`config.mk`:
```
export PLATFORM = sky130hd
export DESIGN_NAME = sdr_jump_scan
export DESIGN_NICKNAME = d
export VERILOG_FILES = /design/src/rtl/board_pkg.sv /design/src/rtl/sdr_jump_scan_sdr.sv /design/src/rtl/sdr_jump_scan.sv
export SDC_FILE = /design/constraint.sdc
export NUM_CORES = 1
export LEC_CHECK = 0
export CELL_PAD_IN_SITES_DETAIL_PLACEMENT = 1
export CELL_PAD_IN_SITES_GLOBAL_PLACEMENT = 1
export CORE_AREA = 2 2 131 133
export CTS_BUF_LIST = sky130_fd_sc_hd__clkbuf_2
export CTS_CLUSTER_SIZE = 25
export DETAILED_ROUTE_END_ITERATION = 16
export DIE_AREA = 0 0 133 135
export HOLD_SLACK_MARGIN = 0.05
export PLACE_DENSITY = 0.88
export SYNTH_ARGS = -nofsm -noshare
export SYNTH_HDL_FRONTEND = slang
export SYNTH_SLANG_ARGS = --single-unit
```
`constraint.sdc`:
```
create_clock -name clock -period 1.57 [get_ports clock]
set_input_delay 0.157 -clock clock [delete_from_list [all_inputs] [get_ports clock]]
set_output_delay 0.157 -clock clock [all_outputs]
set_load 0.01 [all_outputs]
```
`src/rtl/board_pkg.sv`:
```
// Shared board geometry, border masks, scan FSM states and the parent-select helper.
// Latency: none (declarations and a purely combinational function).
// Backpressure: none.
package board_pkg;

    localparam int BOARD_W = 32;
    localparam int ROWS    = 8;
    localparam int COLS    = 4;

    // Squares that a down-right shift can never legally reach (top row, column 0 of odd rows).
    localparam logic [BOARD_W-1:0] SDR_BORDER_MASK = 32'h1010_101F;
    // Squares that an up-left shift can never legally reach (bottom row, column 3 of even rows).
    localparam logic [BOARD_W-1:0] SUL_BORDER_MASK = 32'hF808_0808;

    typedef enum logic [1:0] {
        IDLE = 2'd0,
        CAP  = 2'd1,
        LAND = 2'd2,
        DONE = 2'd3
    } scan_state_t;

    // Bits of s1 whose down-right neighbour is set in s2 (the captured pieces of this level).
    function automatic logic [BOARD_W-1:0] sdr_parents(input logic [BOARD_W-1:0] s1,
                                                       input logic [BOARD_W-1:0] s2);
        logic [BOARD_W-1:0] p;
        p = '0;
        for (int r = 0; r < ROWS - 1; r++) begin
            for (int c = 0; c < COLS; c++) begin
                if (r[0] == 1'b0) begin
                    if (c < COLS - 1) begin
                        p[COLS*r+c] = s1[COLS*r+c] & s2[COLS*r+c+5];
                    end
                end else begin
                    p[COLS*r+c] = s1[COLS*r+c] & s2[COLS*r+c+4];
                end
            end
        end
        return p;
    endfunction

endpackage

```
`src/rtl/sdr_jump_scan_sdr.sv`:
```
// Down-right board shift with unreachable border squares forced to 1 (mirror of the up-left shifter).
// Latency: purely combinational.
// Backpressure: none.
module sdr
    import board_pkg::*;
(
    input  logic [BOARD_W-1:0] a,
    output logic [BOARD_W-1:0] y
);

    // Even rows step to column+1 of the next row (column 3 falls off), odd rows keep their column.
    always_comb begin
        y = SDR_BORDER_MASK;
        for (int r = 0; r < ROWS - 1; r++) begin
            for (int c = 0; c < COLS; c++) begin
                if (r[0] == 1'b0) begin
                    if (c < COLS - 1) begin
                        y[COLS*r+c+5] = a[COLS*r+c];
                    end
                end else begin
                    y[COLS*r+c+4] = a[COLS*r+c];
                end
            end
        end
    end

endmodule

```
`src/rtl/sdr_jump_scan.sv`:
```
// Iterative down-right jump-chain scanner; optional per-level trace under SDR_SCAN_TRACE_EN.
// Latency: 2N+1 / 2N+2 / 2*MAX_DEPTH edges from accepted start to DONE (N = successful levels).
// Backpressure: start only accepted in IDLE; requests while busy are dropped, not queued.
module sdr_jump_scan
    import board_pkg::*;
#(
    parameter int MAX_DEPTH = 3
)
(
    input  logic               clock,
    input  logic               reset,
    input  logic               start,
    input  logic [BOARD_W-1:0] pieces,
    input  logic [BOARD_W-1:0] opp,
    input  logic [BOARD_W-1:0] empty,
    output logic               busy,
    output logic               done,
    output logic [BOARD_W-1:0] land,
    output logic [BOARD_W-1:0] cap,
    output logic [1:0]         depth
`ifdef SDR_SCAN_TRACE_EN
    ,
    output logic               trace_valid,
    output logic [BOARD_W-1:0] trace_land
`endif
);

    localparam logic [1:0] MAX_D = 2'(MAX_DEPTH);

    scan_state_t        state;
    scan_state_t        state_nxt;
    logic [BOARD_W-1:0] front;
    logic [BOARD_W-1:0] opp_r;
    logic [BOARD_W-1:0] empty_r;
    logic [BOARD_W-1:0] s1_r;
    logic [BOARD_W-1:0] sdr_cap_y;
    logic [BOARD_W-1:0] sdr_land_y;
    logic [BOARD_W-1:0] s1;
    logic [BOARD_W-1:0] s2;

    sdr u_sdr_cap  (.a(front), .y(sdr_cap_y));
    sdr u_sdr_land (.a(s1_r),  .y(sdr_land_y));

    // Border 1s from the shifter are stripped so they can never count as hits.
    assign s1 = sdr_cap_y  & opp_r   & ~SDR_BORDER_MASK;
    assign s2 = sdr_land_y & empty_r & ~SDR_BORDER_MASK;

    // Next-state decode: a failed CAP or LAND, or reaching the depth limit, ends the scan.
    always_comb begin
        state_nxt = state;
        unique case (state)
            IDLE: if (start) state_nxt = CAP;
            CAP:  state_nxt = (s1 == '0) ? DONE : LAND;
            LAND: begin
                if (s2 == '0) begin
                    state_nxt = DONE;
                end else if (depth + 2'd1 == MAX_D) begin
                    state_nxt = DONE;
                end else begin
                    state_nxt = CAP;
                end
            end
            DONE: state_nxt = IDLE;
            default: state_nxt = IDLE;
        endcase
    end

    // State register with busy/done registered from the next state so outputs come straight off flops.
    always_ff @(posedge clock) begin
        if (reset) begin
            state <= IDLE;
            busy  <= 1'b0;
            done  <= 1'b0;
        end else begin
            state <= state_nxt;
            busy  <= (state_nxt != IDLE);
            done  <= (state_nxt == DONE);
        end
    end

    // Datapath: snapshot on accept, hold S1 between CAP and LAND, accumulate results per level.
    always_ff @(posedge clock) begin
        if (reset) begin
            front   <= '0;
            opp_r   <= '0;
            empty_r <= '0;
            s1_r    <= '0;
            land    <= '0;
            cap     <= '0;
            depth   <= '0;
        end else begin
            unique case (state)
                IDLE: begin
                    if (start) begin
                        front   <= pieces;
                        opp_r   <= opp;
                        empty_r <= empty;
                        s1_r    <= '0;
                        land    <= '0;
                        cap     <= '0;
                        depth   <= '0;
                    end
                end
                CAP: begin
                    if (s1 != '0) s1_r <= s1;
                end
                LAND: begin
                    if (s2 != '0) begin
                        land  <= land | s2;
                        cap   <= cap | sdr_parents(s1_r, s2);
                        depth <= depth + 2'd1;
                        front <= s2;
                    end
                end
                default: ;
            endcase
        end
    end

`ifdef SDR_SCAN_TRACE_EN
    // One-cycle report of each level's landing squares after a successful LAND.
    always_ff @(posedge clock) begin
        if (reset) begin
            trace_valid <= 1'b0;
            trace_land  <= '0;
        end else begin
            trace_valid <= (state == LAND) && (s2 != '0);
            if ((state == LAND) && (s2 != '0)) trace_land <= s2;
        end
    end
`endif

endmodule
```
; Yosys cells after proc, flatten, opt, wreduce, memory -nomap -nowiden
; Cells that the tools add are included.
; Widths: inputs -> output; s select.
[classes]
n_addsub = 1
bitwise_logic = 28
mux = 93
n_reduce_logical = 11
eq_ne = 8
[op_table]
columns = cell, count
row1 = $pmux 32 s2, 2
row2 = $pmux 27 s2, 2
row3 = $mux 32, 3
row4 = $mux 27, 3
row5 = $mux 1, 76
row6 = $and 32x32->32, 2
row7 = $logic_not 32->1, 2
row8 = $reduce_bool 32->1, 2
row9 = $or 32x28->32, 1
row10 = $or 32x32->32, 1
row11 = $and 1x1->1, 24
row12 = $mux 2, 5
row13 = $eq 2x2->1 const B, 4
row14 = $pmux 2 s4, 1
row15 = $ne 2x2->1 const B, 3
row16 = $reduce_and 3->1, 2
row17 = $reduce_bool 2->1, 3
row18 = $pmux 2 s2, 1
row19 = $add 2x1->2 const B, 1
row20 = $eq 2x1->1 const B, 1
row21 = $logic_not 2->1, 1
row22 = $reduce_and 2->1, 1
[word_totals]
ff_bits = 188
output_inout_bits = 68
wordCells = 151
in_bits = 99

; Logic depth before layout (Yosys ltp)
[depth]
word_depth = 8
mapped_depth = 7
depth_no_buf = 5

; Modules after synthesis
; A second synthesis with hierarchy kept.
[unflattened]
cells_unflattened = 885
hier_area_um2 = 6925.4
[by_module_without_submodules]
columns = mod, instances, seq_area_each_um2, area_per_inst_um2, cells_each
row1 = sdr_jump_scan, 1, 3042.9, 6437.4, 819
row2 = sdr, 2, 0.0, 244.0, 33

; Least setup slack after synthesis
; No wires, ideal clock.
[synth_timing]
path_type = register to register
from = register s1_r[13]
to = register front[14]
arrival_time_ns = 1.438
path_stages_with_launch = 7
setup_slack_ns = 0.016
path_buffers = 1
setup_ns = 0.116
required_time_ns = 1.454
period_less_slack_ns = 1.554
cell_sequence = dfxtp_1 a22oi_2 nand4_2 o41ai_2 buf_4 nor4_1 a31o_1
[synth_via]
elab_chain_len = 4
[synth_lines]
columns = element, line_no
row1 = "start, declared", sdr_jump_scan.sv:35  ; logic [BOARD_W-1:0] s1_r;
row2 = "start signal, assigned", sdr_jump_scan.sv:87  ; s1_r <= '0;
row3 = "start signal, assigned", sdr_jump_scan.sv:98  ; s1_r <= '0;
row4 = "start signal, assigned", sdr_jump_scan.sv:105  ; if (s1 != '0) s1_r <= s1;
row5 = $and 32x32->32, sdr_jump_scan.sv:46  ; assign s2 = sdr_land_y & empty_r & ~SDR_BORDER_MASK;
row6 = $reduce_bool 32->1, sdr_jump_scan.sv:108  ; if (s2 != '0) begin
row7 = $ne 2x2->1 (no line), n/a
row8 = $reduce_and 3->1 (no line), n/a
row9 = "end signal, assigned", sdr_jump_scan.sv:95  ; front <= pieces;
row10 = "end, declared", sdr_jump_scan.sv:32  ; logic [BOARD_W-1:0] front;
; Every way passes these cells.
; A chain may end at the register's enable or synchronous reset.

; Worst setup path in the final report
[layout_timing]
from = register empty_r[11]
to = register front[22]
[layout_via]
elab_chain_len = 4
[layout_lines]
columns = element, line_no
row1 = "start, declared", sdr_jump_scan.sv:34  ; logic [BOARD_W-1:0] empty_r;
row2 = "start signal, assigned", sdr_jump_scan.sv:97  ; empty_r <= empty;
row3 = $and 32x32->32, sdr_jump_scan.sv:46
row4 = $reduce_bool 32->1, sdr_jump_scan.sv:108
row5 = $ne 2x2->1 (no line), n/a
row6 = $reduce_and 3->1 (no line), n/a
; Every way passes these cells.

==> impl_metrics.yaml <==
run_status:
  outcome: "finished, violations left"
  violations: "negative setup slack"
synthesis:
  syn_area_um2: 5010
  synthArstFlopShare_pct: 0
  yosys.area.top_type: "dfxtp_1"
  ys_warn_count: 0
  syn_avg_cell_area_um2: 9.24
  ys_seq_area_share_pct: 50.4
  ys.flop_type: "dfxtp_1"
  synth_cells: 542
  ys_ff_latch: 126
  synth_area_leaders: "dfxtp_1 (50%), nand2_1 (8.5%), a32o_1 (6.6%), a21oi_1 (5.5%), buf_4 (4.5%)"
  ys_types: 35
  netlist.area_leader.share_pct: 50.4
  synth_edf_count: 0
sta:
  final_max_slew_viol_count: 0
  fin_crit_ps: 1950
  period_share_pct: 124
  clock_skew_ps: 36.5
  hold_violations: 0
  max_freq_mhz: 513
  setup_viol: 60
  max_slew_margin_pct: 62.8
  finalHoldWorstSlack_ps: 93.8
  setup_ws_ps: -378
  rsz0062_at_grt: "yes"
  tightestPinTransition_ps: 557
floorplan:
  die_h_um: 135
  dieWidth_um: 133
  start_util_pct: 30.5
  num_io_pins: 167
  num_rows: 47
  fp.dieArea_um2: 18000
  core_um2: 16400
routing:
  vias: 5232
  dr.pass1.iters: 5
  drt_iter0_drc: 414
  vias_per_cell: 5.19
  drt_wl_total_um: 20700
  ant_nets: 0
  wl_per_cell_um: 20.5
  drcViolationCount: 0
power_and_ir_drop:
  ir_drop_mv: 0.418
  p_leak_nw: 3.12
  power_density_nw_per_um2: 925
  power_w: 0.00727
clock_tree:
  path_clk_slew_ps: 170
  clock_path_buffers: 2
  cts_buffers: 17
  clockRootBuffer: "clkbuf_2"
  clk-insertion-delay-late_ps: 730
  clkSinkCount: 126
  tritoncts: "built"
  htree_levels: 4
setup_path:
  critPathKind: "reg -> reg"
  critPathLaunchType: "flop"
  r2r_setup_slack_ps: -380
  timing.critical_path.to: "front[22]$_SDFFE_PP0P_"
  cp_max_fo: 5
  reg2reg_depth: 8
  cp_data_arrival_time_ps: 2580
  r2r-start: "empty_r[11]$_SDFFE_PP0P_"
  cp-end-kind: "flop"
  timing.rr.end: "front[22]$_SDFFE_PP0P_"
  cp_data_required_time_ps: 2210
  critPathLaunch: "empty_r[11]$_SDFFE_PP0P_"
global_routing:
  grt_max_degree: 42
  grt_pass1_vias: 5337
  grtUsageTotal_pct: 21.6
  grt.overflow.total: 0
  grt_first_pass_wirelength_um: 29400
  antenna_found_initial: 0
min_path:
  whs_path_depth: 3
  min_path_type: "in -> reg"
layout:
  n_antenna_cell: 0
  nets: 878
  register_area_um2: 2570
  layout_commonest_cell: "nand2_1"
  fin_util_pct: 47.9
  drive_above_1_share_pct: 33.6
  syn_to_final_growth_pct: 57.0
  mostFrequentLayoutCells: "nand2_1 (114), dfxtp_1 (84), buf_4 (77)"
  multi_input_area_um2: 2380
  fillers: 1879
placement:
  io_buffers: 108
  dpl_worst_slack_ps: -250
  hpwlAfterDp_um: 13300
  gp_congestion: 0.859
run:
  cap_violations: 0
-- where the power goes --
| part | leakage, nW | internal (W) | total [W] | switching (W) |
|---|---|---|---|---|
| combinational | 1.94 | 0.000881 | 0.00180 | 0.000923 |
| sequential | 1.05 | 0.00340 | 0.00356 | 0.000166 |
| clock | 0.128 | 0.000716 | 0.00190 | 0.00119 |
| total | 3.12 | 0.00499 | 0.00727 | 0.00228 |
-- layer usage --
layer | vias up | GRT usage, % | part of all wire (%)
li1 | 2372 | - | -
met1 | 2578 | 24.1 | 38
met2 | 223 | 38.4 | 52
met3 | 59 | 6.16 | 6.4
met4 | 0 | 9.14 | 4.0
met5 | - | 0 | 0
-- stage by stage --
| step | instances | setup TNS (ps) | instance area (um2) |
|---|---|---|---|
| after floorplan | 569 | 0 | 5110 |
| after global placement | 916 | -9420 | 6820 |
| after detailed placement | 916 | -11790 | 6820 |
| after CTS | 997 | -11600 | 7660 |
| after global routing | 1009 | -22780 | 7860 |
| final | 1009 | -19290 | 7860 |
-- sequential cells by signal, summed over array words and instances, names as in the netlist --
signal and count:
busy 1, empty_r 18, front 24, s1_r 18, opp_r 24, depth 2
done 1, land 18, cap 18, state 2
-- worst min-delay path by stage --
stage	from	end	slack, ps
after detailed placement	land[19]$_SDFFE_PP0P_	land[19]$_SDFFE_PP0P_	450
after global routing	pieces[5]	front[5]$_SDFFE_PP0P_	70
final	pieces[24]	front[24]$_SDFFE_PP0P_	90
after floorplan	opp[11]	opp_r[11]$_SDFFE_PP0P_	290
after CTS	pieces[12]	front[12]$_SDFFE_PP0P_	50
after global placement	land[30]$_SDFFE_PP0P_	land[30]$_SDFFE_PP0P_	450
-- worst max-delay path, stage by stage (launching register included) --
cell       delay, ps
dfxtp_2          360
a22oi_2          220
nand4_1          170
buf_6            160
o41ai_4          390
buf_4            190
clkbuf_16        140
nor4_4            30
a31o_1           200
-- synth_stat cells, drive strengths merged, types with 4 or more instances --
cell    number
a21oi       55
nand2      114
a32o        33
nand3       22
buf         48
a31o        12
a22oi       25
dfxtp      126
inv          5
clkbuf      16
nor4         8
a22o         4
and3         4
nor2        31
o21ai       19
-- kinds of logic (layout without fill, tap and decap cells) --
| family | after synthesis | in the layout | synth area share [%] |
|---|---|---|---|
| compound gates | 160 | 160 | 24.4 |
| fa+ha+maj | 1 | 1 | 0.250 |
| buf+inv | 69 | 289 | 8.62 |
| flops | 126 | 126 | 50.4 |
| other cells | 1 | 28 | 0.0749 |
| simple gates | 185 | 185 | 16.2 |
-- final cells by class --
cell class,instances,area share (%)
flip-flops and latches,126,32.8
repair buffers,254,30.7
multi-input cells,374,30.3
well taps,220,3.50
clock buffers,21,1.34
clock inverters,9,1.23
inverters,5,0.239
-- what timing repair did --
item / in CTS / in global routing
buffers inserted: 6 / 9
endpoints found under the setup margin: 117 / 114
endpoints found under the hold margin: 60 / 1
gates cloned: 2 / 3
pin swaps: 7 / 28
hold buffers: 44 / 1
resized for setup: 108 / 94
Note: power is estimated with default switching activity, not from simulation.
